File: src/rtl/nixie_char_scanner.sv
// rtl/nixie_char_scanner.sv - character register file and time-multiplexed seven-segment scanner
// Eight 6-bit character slots are scanned one digit at a time, with per-digit blink.
module nixie_char_scanner #(
  parameter int SCAN_DIV  = 100000,
  parameter int BLINK_DIV = 50000000
) (
  input  logic       clk,
  input  logic       rst,
  input  logic       wr_en,
  input  logic [2:0] wr_addr,
  input  logic [5:0] wr_char,
  input  logic [7:0] blink_mask,
  output logic [7:0] seg_left,
  output logic [7:0] seg_right,
  output logic [7:0] an
);

  localparam int SW = (SCAN_DIV > 1) ? $clog2(SCAN_DIV) : 1;
  localparam int BW = (BLINK_DIV > 1) ? $clog2(BLINK_DIV) : 1;
  localparam logic [SW-1:0] SCAN_LAST  = SW'(SCAN_DIV - 1);
  localparam logic [BW-1:0] BLINK_LAST = BW'(BLINK_DIV - 1);

  // Patterns are {a,b,c,d,e,f,g,dp}; dp is never lit.
  function automatic logic [7:0] char_pattern(input logic [5:0] code);
    logic [7:0] p;
    case (code)
      6'd0:    p = 8'b11101110;
      6'd1:    p = 8'b00111110;
      6'd2:    p = 8'b10011100;
      6'd3:    p = 8'b01111010;
      6'd4:    p = 8'b10011110;
      6'd5:    p = 8'b10001110;
      6'd18:   p = 8'b10110110;
      6'd26:   p = 8'b11111100;
      6'd27:   p = 8'b01100000;
      6'd28:   p = 8'b11011010;
      6'd29:   p = 8'b11110010;
      6'd30:   p = 8'b01100110;
      6'd31:   p = 8'b10110110;
      6'd32:   p = 8'b10111110;
      6'd33:   p = 8'b11100000;
      6'd34:   p = 8'b11111110;
      6'd35:   p = 8'b11110110;
      6'd36:   p = 8'b00000010;
      default: p = 8'b00000000;
    endcase
    return p;
  endfunction

  logic [5:0]    char_q [8];
  logic [5:0]    char_d [8];
  logic [SW-1:0] scan_cnt_q, scan_cnt_d;
  logic [BW-1:0] blink_cnt_q, blink_cnt_d;
  logic [2:0]    idx_q, idx_d;
  logic          blink_phase_q, blink_phase_d;
  logic [7:0]    an_q, an_d;
  logic [7:0]    seg_left_q, seg_left_d;
  logic [7:0]    seg_right_q, seg_right_d;
  logic [7:0]    pat;

  always_comb begin
    char_d = char_q;
    if (wr_en) begin
      char_d[wr_addr] = wr_char;
    end

    scan_cnt_d = scan_cnt_q + SW'(1);
    idx_d      = idx_q;
    if (scan_cnt_q == SCAN_LAST) begin
      scan_cnt_d = '0;
      idx_d      = idx_q + 3'd1;
    end

    blink_cnt_d   = blink_cnt_q + BW'(1);
    blink_phase_d = blink_phase_q;
    if (blink_cnt_q == BLINK_LAST) begin
      blink_cnt_d   = '0;
      blink_phase_d = ~blink_phase_q;
    end

    // Digit select and segments come from the same idx so both flip on one edge.
    pat = char_pattern(char_q[idx_q]);
    if (blink_mask[idx_q] && blink_phase_q) begin
      pat = 8'h00;
    end
    an_d = 8'h01 << idx_q;
    if (idx_q[2]) begin
      seg_left_d  = 8'h00;
      seg_right_d = pat;
    end else begin
      seg_left_d  = pat;
      seg_right_d = 8'h00;
    end
  end

  always_ff @(posedge clk or negedge rst) begin
    if (!rst) begin
      for (int i = 0; i < 8; i++) begin
        char_q[i] <= 6'd63;
      end
      scan_cnt_q    <= '0;
      blink_cnt_q   <= '0;
      idx_q         <= 3'd0;
      blink_phase_q <= 1'b0;
      an_q          <= 8'h00;
      seg_left_q    <= 8'h00;
      seg_right_q   <= 8'h00;
    end else begin
      char_q        <= char_d;
      scan_cnt_q    <= scan_cnt_d;
      blink_cnt_q   <= blink_cnt_d;
      idx_q         <= idx_d;
      blink_phase_q <= blink_phase_d;
      an_q          <= an_d;
      seg_left_q    <= seg_left_d;
      seg_right_q   <= seg_right_d;
    end
  end

  assign an        = an_q;
  assign seg_left  = seg_left_q;
  assign seg_right = seg_right_q;

endmodule

File: config.mk
export PLATFORM = sky130hd
export DESIGN_NAME = nixie_char_scanner
export DESIGN_NICKNAME = d
export VERILOG_FILES = /design/src/rtl/nixie_char_scanner.sv
export SDC_FILE = /design/constraint.sdc
export NUM_CORES = 1
export LEC_CHECK = 0
export CAP_MARGIN = 10
export CORE_UTILIZATION = 55
export DETAILED_ROUTE_END_ITERATION = 8
export PLACE_DENSITY = 0.82
export SYNTH_ARGS = -nofsm -noshare
export SYNTH_HDL_FRONTEND = slang
export SYNTH_SLANG_ARGS = --single-unit
export TNS_END_PERCENT = 10
File: constraint.sdc
create_clock -name clk -period 3.11 [get_ports clk]
set_input_delay 0.933 -clock clk [delete_from_list [all_inputs] [get_ports clk]]
set_output_delay 0.933 -clock clk [all_outputs]
set_load 0.01 [all_outputs]
==> results.md <==
* Status: finished clean
* Vias in the first global route at 3859
* RSZ-0062 raised after global routing: false
* Post-Syn Instances at 463
* Initial antenna violation count at 0
* Library cells used by synthesis at 54
* Clock transition at path regs at 0.06 ns
* Critical path class: reg -> reg
* Antenna-violating nets left at 0
* Slew Viols, Final at 0
* Placer Congestion at 0.919
* Slew @ Worst Pin at 0.605 ns
* Pre-antenna DRT Iters at 5
* Multiplexer area fraction after synthesis at 18.1%
* Wire per inst at 17.0 µm
* Largest area contributor in the netlist: dfrtp_1
* Post-CTS Setup Bufs at 0
* CTS Root Cell: clkbuf_8
* DRC at 0
* Ys async rst share at 100%
* Synth Area in Simple Gates at 13.9%
* Synthesized flop and latch total at 117
* Horiz. Die Dim at 104 µm
* Core area at 10200 µm²
* Largest family of logic cells by synthesized area: multiplexers
* XOR/XNOR Fraction of Synth Area at 6.23%
* 1st-iter DRT viols at 234
* Die Area at 10900 µm²
* H-Tree Depth at 4
* Post-Place Cells at 637
* Post-layout min period at 2.75 ns
* Critical Path AT at 3.16 ns
* Share of cells above drive strength 1 at 31.1%
* Crit path required time at 3.52 ns
* Total track usage at 22.9%
* Final Hold Viols at 0
* Site row count at 37
* Max clock buf depth at 2
* # IOs at 44
* Vias post-DR at 3796
* Setup_tns at 0 ns
* Critical-path maximum fanout at 8
* Final wirelength at 11.4 mm
* Met2 WL at 5.57 mm
* Post-route clock skew at 0.00978 ns
* Pin count of the biggest net entering global routing at 118
* Clk sinks at 117
* Diodes inserted at 0
* Global route total overflow at 0
* M1 WL at 5.04 mm
* Number of max-cap violations at 0
* DR WL met3 at 564 µm
* CTS tree: done
* Hold buffers post-CTS at 0
* Number of flops mapped to enable cells by yosys at 0
* Top routing layer used: met4
* Routed vias/inst at 5.67
* Finish-stage setup viols at 0
* Peak VDD IR at 0.000522 V
* Worst Setup End Kind: register
* Cell area after synthesis at 5770 µm²
* Area delta synth->final at 20.8%
* Startpoint Class: register
* Hpwl dp at 7.66 mm
* Post_cts resized at 0
* Clk_lat worst skew at 0.54 ns
* First-pass GRT wire length at 19.1 mm
* Post-synthesis compound-gate area fraction at 4.77%
* Cell area power density at 644 nW/µm²
* Initial Util at 56.4%
* Synth Flop Type: dfrtp_1
* Part of the cycle the worst path needs at 88.4%
* Count of warnings emitted by yosys at 0
* Die Ht at 104 µm
* PortBufs at 41
* Synth area leaders: dfrtp_1 30%, dfstp_2 22%, mux2_2 10%
* Sequential cell area fraction in the yosys report at 51.8%
* Synth top area share at 29.9%
* Final #Nets at 554
* Adder-cell share of the synthesized area at 3.04%
* Finished Layout Cells at 669
* Post-synthesis average cell area at 12.5 µm²
* Leakage power total at 2.89 nW
* Cts bufs inserted at 17
* Max-slew headroom at 59.7%
* Hold WC Path Type: in -> async
* Max Freq at 364 MHz
-- layer usage --
metal  GRT usage [%]  vias to the layer above
met1            29.4                     1891
met3            6.39                       18
li1                -                     1793
met5               0                        -
met2            36.0                       94
met4            10.3                        0
-- power by group --
| part | switching, mW | internal (mW) | leakage [nW] |
|---|---|---|---|
| Clock | 0.698 | 1.24 | 0.301 |
| Sequential | 0.0894 | 1.80 | 1.42 |
| Combinational | 0.323 | 0.340 | 1.16 |
-- synth_stat cells, types with 3 or more instances --
master     n
xor2_1    14
nor2b_1    9
mux2_2    52
dfrtp_1   69
and4_1     4
nand2_1   20
and2_1     6
mux2i_1   12
dfstp_2   48
mux4_2    10
nor4_1     9
nand4_1   12
a21oi_1    7
clkbuf_1   8
nor2_1    35
buf_4      3
nand3_1   26
a31oi_1    5
o21ai_0    5
and3_1     4
ha_1      14
nor3b_1    4
nor3_1    12
inv_1      8
xnor2_1   27
nand4b_1   3
-- cells by family (layout without fill, tap and decap cells) --
family / after synthesis / in the layout
multiplexers: 79 / 79
XOR/XNOR: 41 / 41
flip-flops: 117 / 117
AO/OA/AOI/OAI: 35 / 35
buffers and inverters: 24 / 93
adder cells (fa/ha/maj): 14 / 14
AND/OR/NAND/NOR: 152 / 152
other: 1 / 2
-- final cells by class --
type / count / area [µm²]
fill: 733 / 3270
sequential: 117 / 2990
multi-input combinational: 323 / 2660
clock buffer: 23 / 519
timing repair buffer: 52 / 503
tap: 136 / 170
clock inverter: 9 / 86.3
inverter: 9 / 33.8
-- cell usage in the layout, fill, tap and decap left out, types with 5 or more instances in the layout --
master / n
a21oi_1: 7
a31oi_1: 5
and2_1: 6
buf_4: 11
clkbuf_16: 18
clkbuf_8: 5
clkdlybuf4s50_1: 40
dfrtp_1: 69
dfstp_2: 48
ha_1: 14
inv_1: 8
mux2_2: 52
mux2i_1: 12
mux4_2: 10
nand2_1: 20
nand3_1: 26
nand4_1: 12
nor2_1: 35
nor2b_1: 9
nor3_1: 12
nor4_1: 9
o21ai_0: 5
xnor2_1: 27
xor2_1: 14
-- metrics by stage --
stage / area [µm²] / hold slack, ns / setup WS (ns) / util [%] / power, mW
floorplan: 5770 / 0.453 / 0.619 / - / 2.31
global placement: 6360 / 0.469 / 0.439 / 62.1 / 2.53
detailed placement: 6360 / 0.477 / 0.389 / 62.1 / 2.57
CTS: 6960 / 0.485 / 0.364 / 68.1 / 4.52
global route: 6960 / 0.513 / 0.227 / 68.1 / 4.65
finish: 6960 / 0.474 / 0.361 / 68.1 / 4.49
-- worst max-delay path: stages (launching register included) --
cell     delay, ns
dfrtp_1       0.62
mux4_2        0.60
mux2i_4       0.29
inv_2         0.13
ha_1          0.25
o311a_1       0.44
nor4_1        0.29
-- flip-flops by register name, summed over array words and instances, names as in the netlist --
| register | cells |
|---|---|
| blink_cnt_q | 26 |
| idx_q | 3 |
| char_q | 48 |
| blink_phase_q | 1 |
| scan_cnt_q | 17 |
| seg_left | 7 |
| an | 8 |
| seg_right | 7 |
-- worst paths after layout --
check,start,to,slack (ns),cells past startpoint
worst max register to register,idx_q[0],seg_right[4],0.36,6
max in group asynchronous,rst,idx_q[0],2.18,2
min in group clk,scan_cnt_q[0],scan_cnt_q[0],0.49,1
worst max-delay path,idx_q[0],seg_right[4],0.36,6
worst min register to register,scan_cnt_q[0],scan_cnt_q[0],0.49,1
worst min-delay path,rst,blink_cnt_q[8],0.47,2
(Power assumes the default switching activity.)
==> variant, RTL diff (same settings) <==
Remove the register `an_q`: a continuous assignment takes its place, so the output `an` follows one clock earlier.
--- a/src/rtl/nixie_char_scanner.sv
+++ b/src/rtl/nixie_char_scanner.sv
@@ -102,7 +102,6 @@
       blink_cnt_q   <= '0;
       idx_q         <= 3'd0;
       blink_phase_q <= 1'b0;
-      an_q          <= 8'h00;
       seg_left_q    <= 8'h00;
       seg_right_q   <= 8'h00;
     end else begin
@@ -111,11 +110,12 @@
       blink_cnt_q   <= blink_cnt_d;
       idx_q         <= idx_d;
       blink_phase_q <= blink_phase_d;
-      an_q          <= an_d;
       seg_left_q    <= seg_left_d;
       seg_right_q   <= seg_right_d;
     end
   end
+
+  assign an_q = an_d;
 
   assign an        = an_q;
   assign seg_left  = seg_left_q;
Formal check against the unedited RTL: not equivalent (Yosys sat finds a counterexample within 4 cycles, from zero or initial values and one cycle with rst low).
==> variant against the unedited design <==
Routed wire length down 6.2%. Via count shrank 2.6%. Clock power is 57% lower. Worst setup slack worse by 0.19 ns. Sequential cell count shrank 8. Design area is 8.9% lower. Synthesized area decreased by 3.5%. Total power shrank 27%. Combinational power shrank 0.9%. Hold slack better by 0.014 ns. Final cell count down 4.0%. Non-clock buffer count did not move. Die area decreased by 3.4%. Largest cell class unchanged. Highest routed layer unchanged.
==> variant: results (changes against the unedited design) <==
Peak VDD IR: 0.290 mV (-44%)
worst rel slew slack: 0.553 (-0.0436)
GRT Total Usage: 0.216 (-0.0126)
worst hold-check path type: flip-flop to flip-flop
Seq/Total Area, Yosys: 0.501 (-0.0173)
Inst Count DP: 626 (-1.7%)
final wirelength: 10.7 mm (-6.2%)
CP Data Arrival Time: 2.01 ns (-1.15 ns)
clk_lat worst skew: 0.36 ns (-0.18 ns)
vias per cell: 5.76 (+1.5%)
Clock transition at path regs: 0.10 ns (+0.04 ns)
status: finished clean
placed inst area: 0.00615 sq mm (-3.2%)
top fanout value on the critical path: 14 (+6)
dominant cells by area after synthesis: dfrtp_1 27%, dfstp_2 23%, mux2_2 11%, xnor2_1 4.2%, mux4_2 4.0%
met2 usage: 0.356 (-0.00404)
htree depth: 3 (-1)
Starting DRT DRC Count: 132 (-44%)
Final #Nets: 538 (-2.9%)
DP HPWL: 7.78 mm (+1.6%)
met1 Resource Use GR: 0.289 (-0.00559)
total CTS buffers: 9 (-8)
Critical Path End: an[3]
largest net degree at the start of global routing: 54 (-54%)
DR pass1 iterations: 4 (-1)
GP Congestion: 0.945 (+2.8%)
Clock Skews: 0.00836 ns (-0.00142 ns)
proportion of layout cells with a drive suffix above 1: 0.293 (-0.0187)
FF-to-FF setup slack: 0.48 ns (+0.12 ns)
slowest cell delay on critical path: 0.64 ns (+0.02 ns)
family with the most delay on the worst path: buffers and inverters
vias in the first global route: 3635 (-5.8%)
Syn Area/Cell: 12.2 sq um (-1.8%)
[variant: worst min path at each step]
stage                        start             end  slack (ns)
floorplan           blink_cnt_q[4]  blink_cnt_q[4]        0.45
global placement    blink_cnt_q[4]  blink_cnt_q[4]        0.47
detailed placement   blink_phase_q   blink_phase_q        0.48
CTS                 blink_cnt_q[4]  blink_cnt_q[4]        0.50
global route        blink_cnt_q[4]  blink_cnt_q[4]        0.50
finish              blink_cnt_q[4]  blink_cnt_q[4]        0.49
[variant: power by group]
part	total (mW)	switching, mW	internal [mW]
clock network	0.835	0.460	0.375
logic	0.657	0.316	0.341
registers	1.77	0.0858	1.69
total	3.26	0.861	2.40
[variant: layout make-up]
class                      instances  share of cell area
multi-input combinational        323               0.420
inverter                           9             0.00532
clock buffer                      11              0.0207
clock inverter                     5             0.00927
tap                              133              0.0262
sequential                       109               0.439
timing repair buffer              52              0.0793
[variant: logic make-up after synthesis]
group,share of synthesized area
compound gates,0.0495
xor+xnor,0.0645
fa+ha+maj,0.0315
buf+inv,0.0214
flops,0.501
mux,0.187
other cells,0.000674
simple gates,0.144
[variant: repair_timing]
item	in CTS	in global routing
hold buffers	0	0
resized for setup	1	0
setup endpoints to repair	2	0
[variant: layer usage]
metal / part of all wire / up-vias
met3: 0.031 / 16
met2: 0.48 / 90
met4: 0.018 / 0
met1: 0.47 / 1854
li1: - / 1739
met5: 0 / -
[variant: stage by stage]
| stage | util | setup slack [ns] |
|---|---|---|
| 5_1_grt | 0.649 | 0.0162 |
| 6_report | 0.649 | 0.167 |
| 3_3_place_gp | 0.630 | 0.418 |
| 2_1_floorplan | - | 0.619 |
| 3_5_place_dp | 0.630 | 0.378 |
| 4_1_cts | 0.649 | 0.135 |
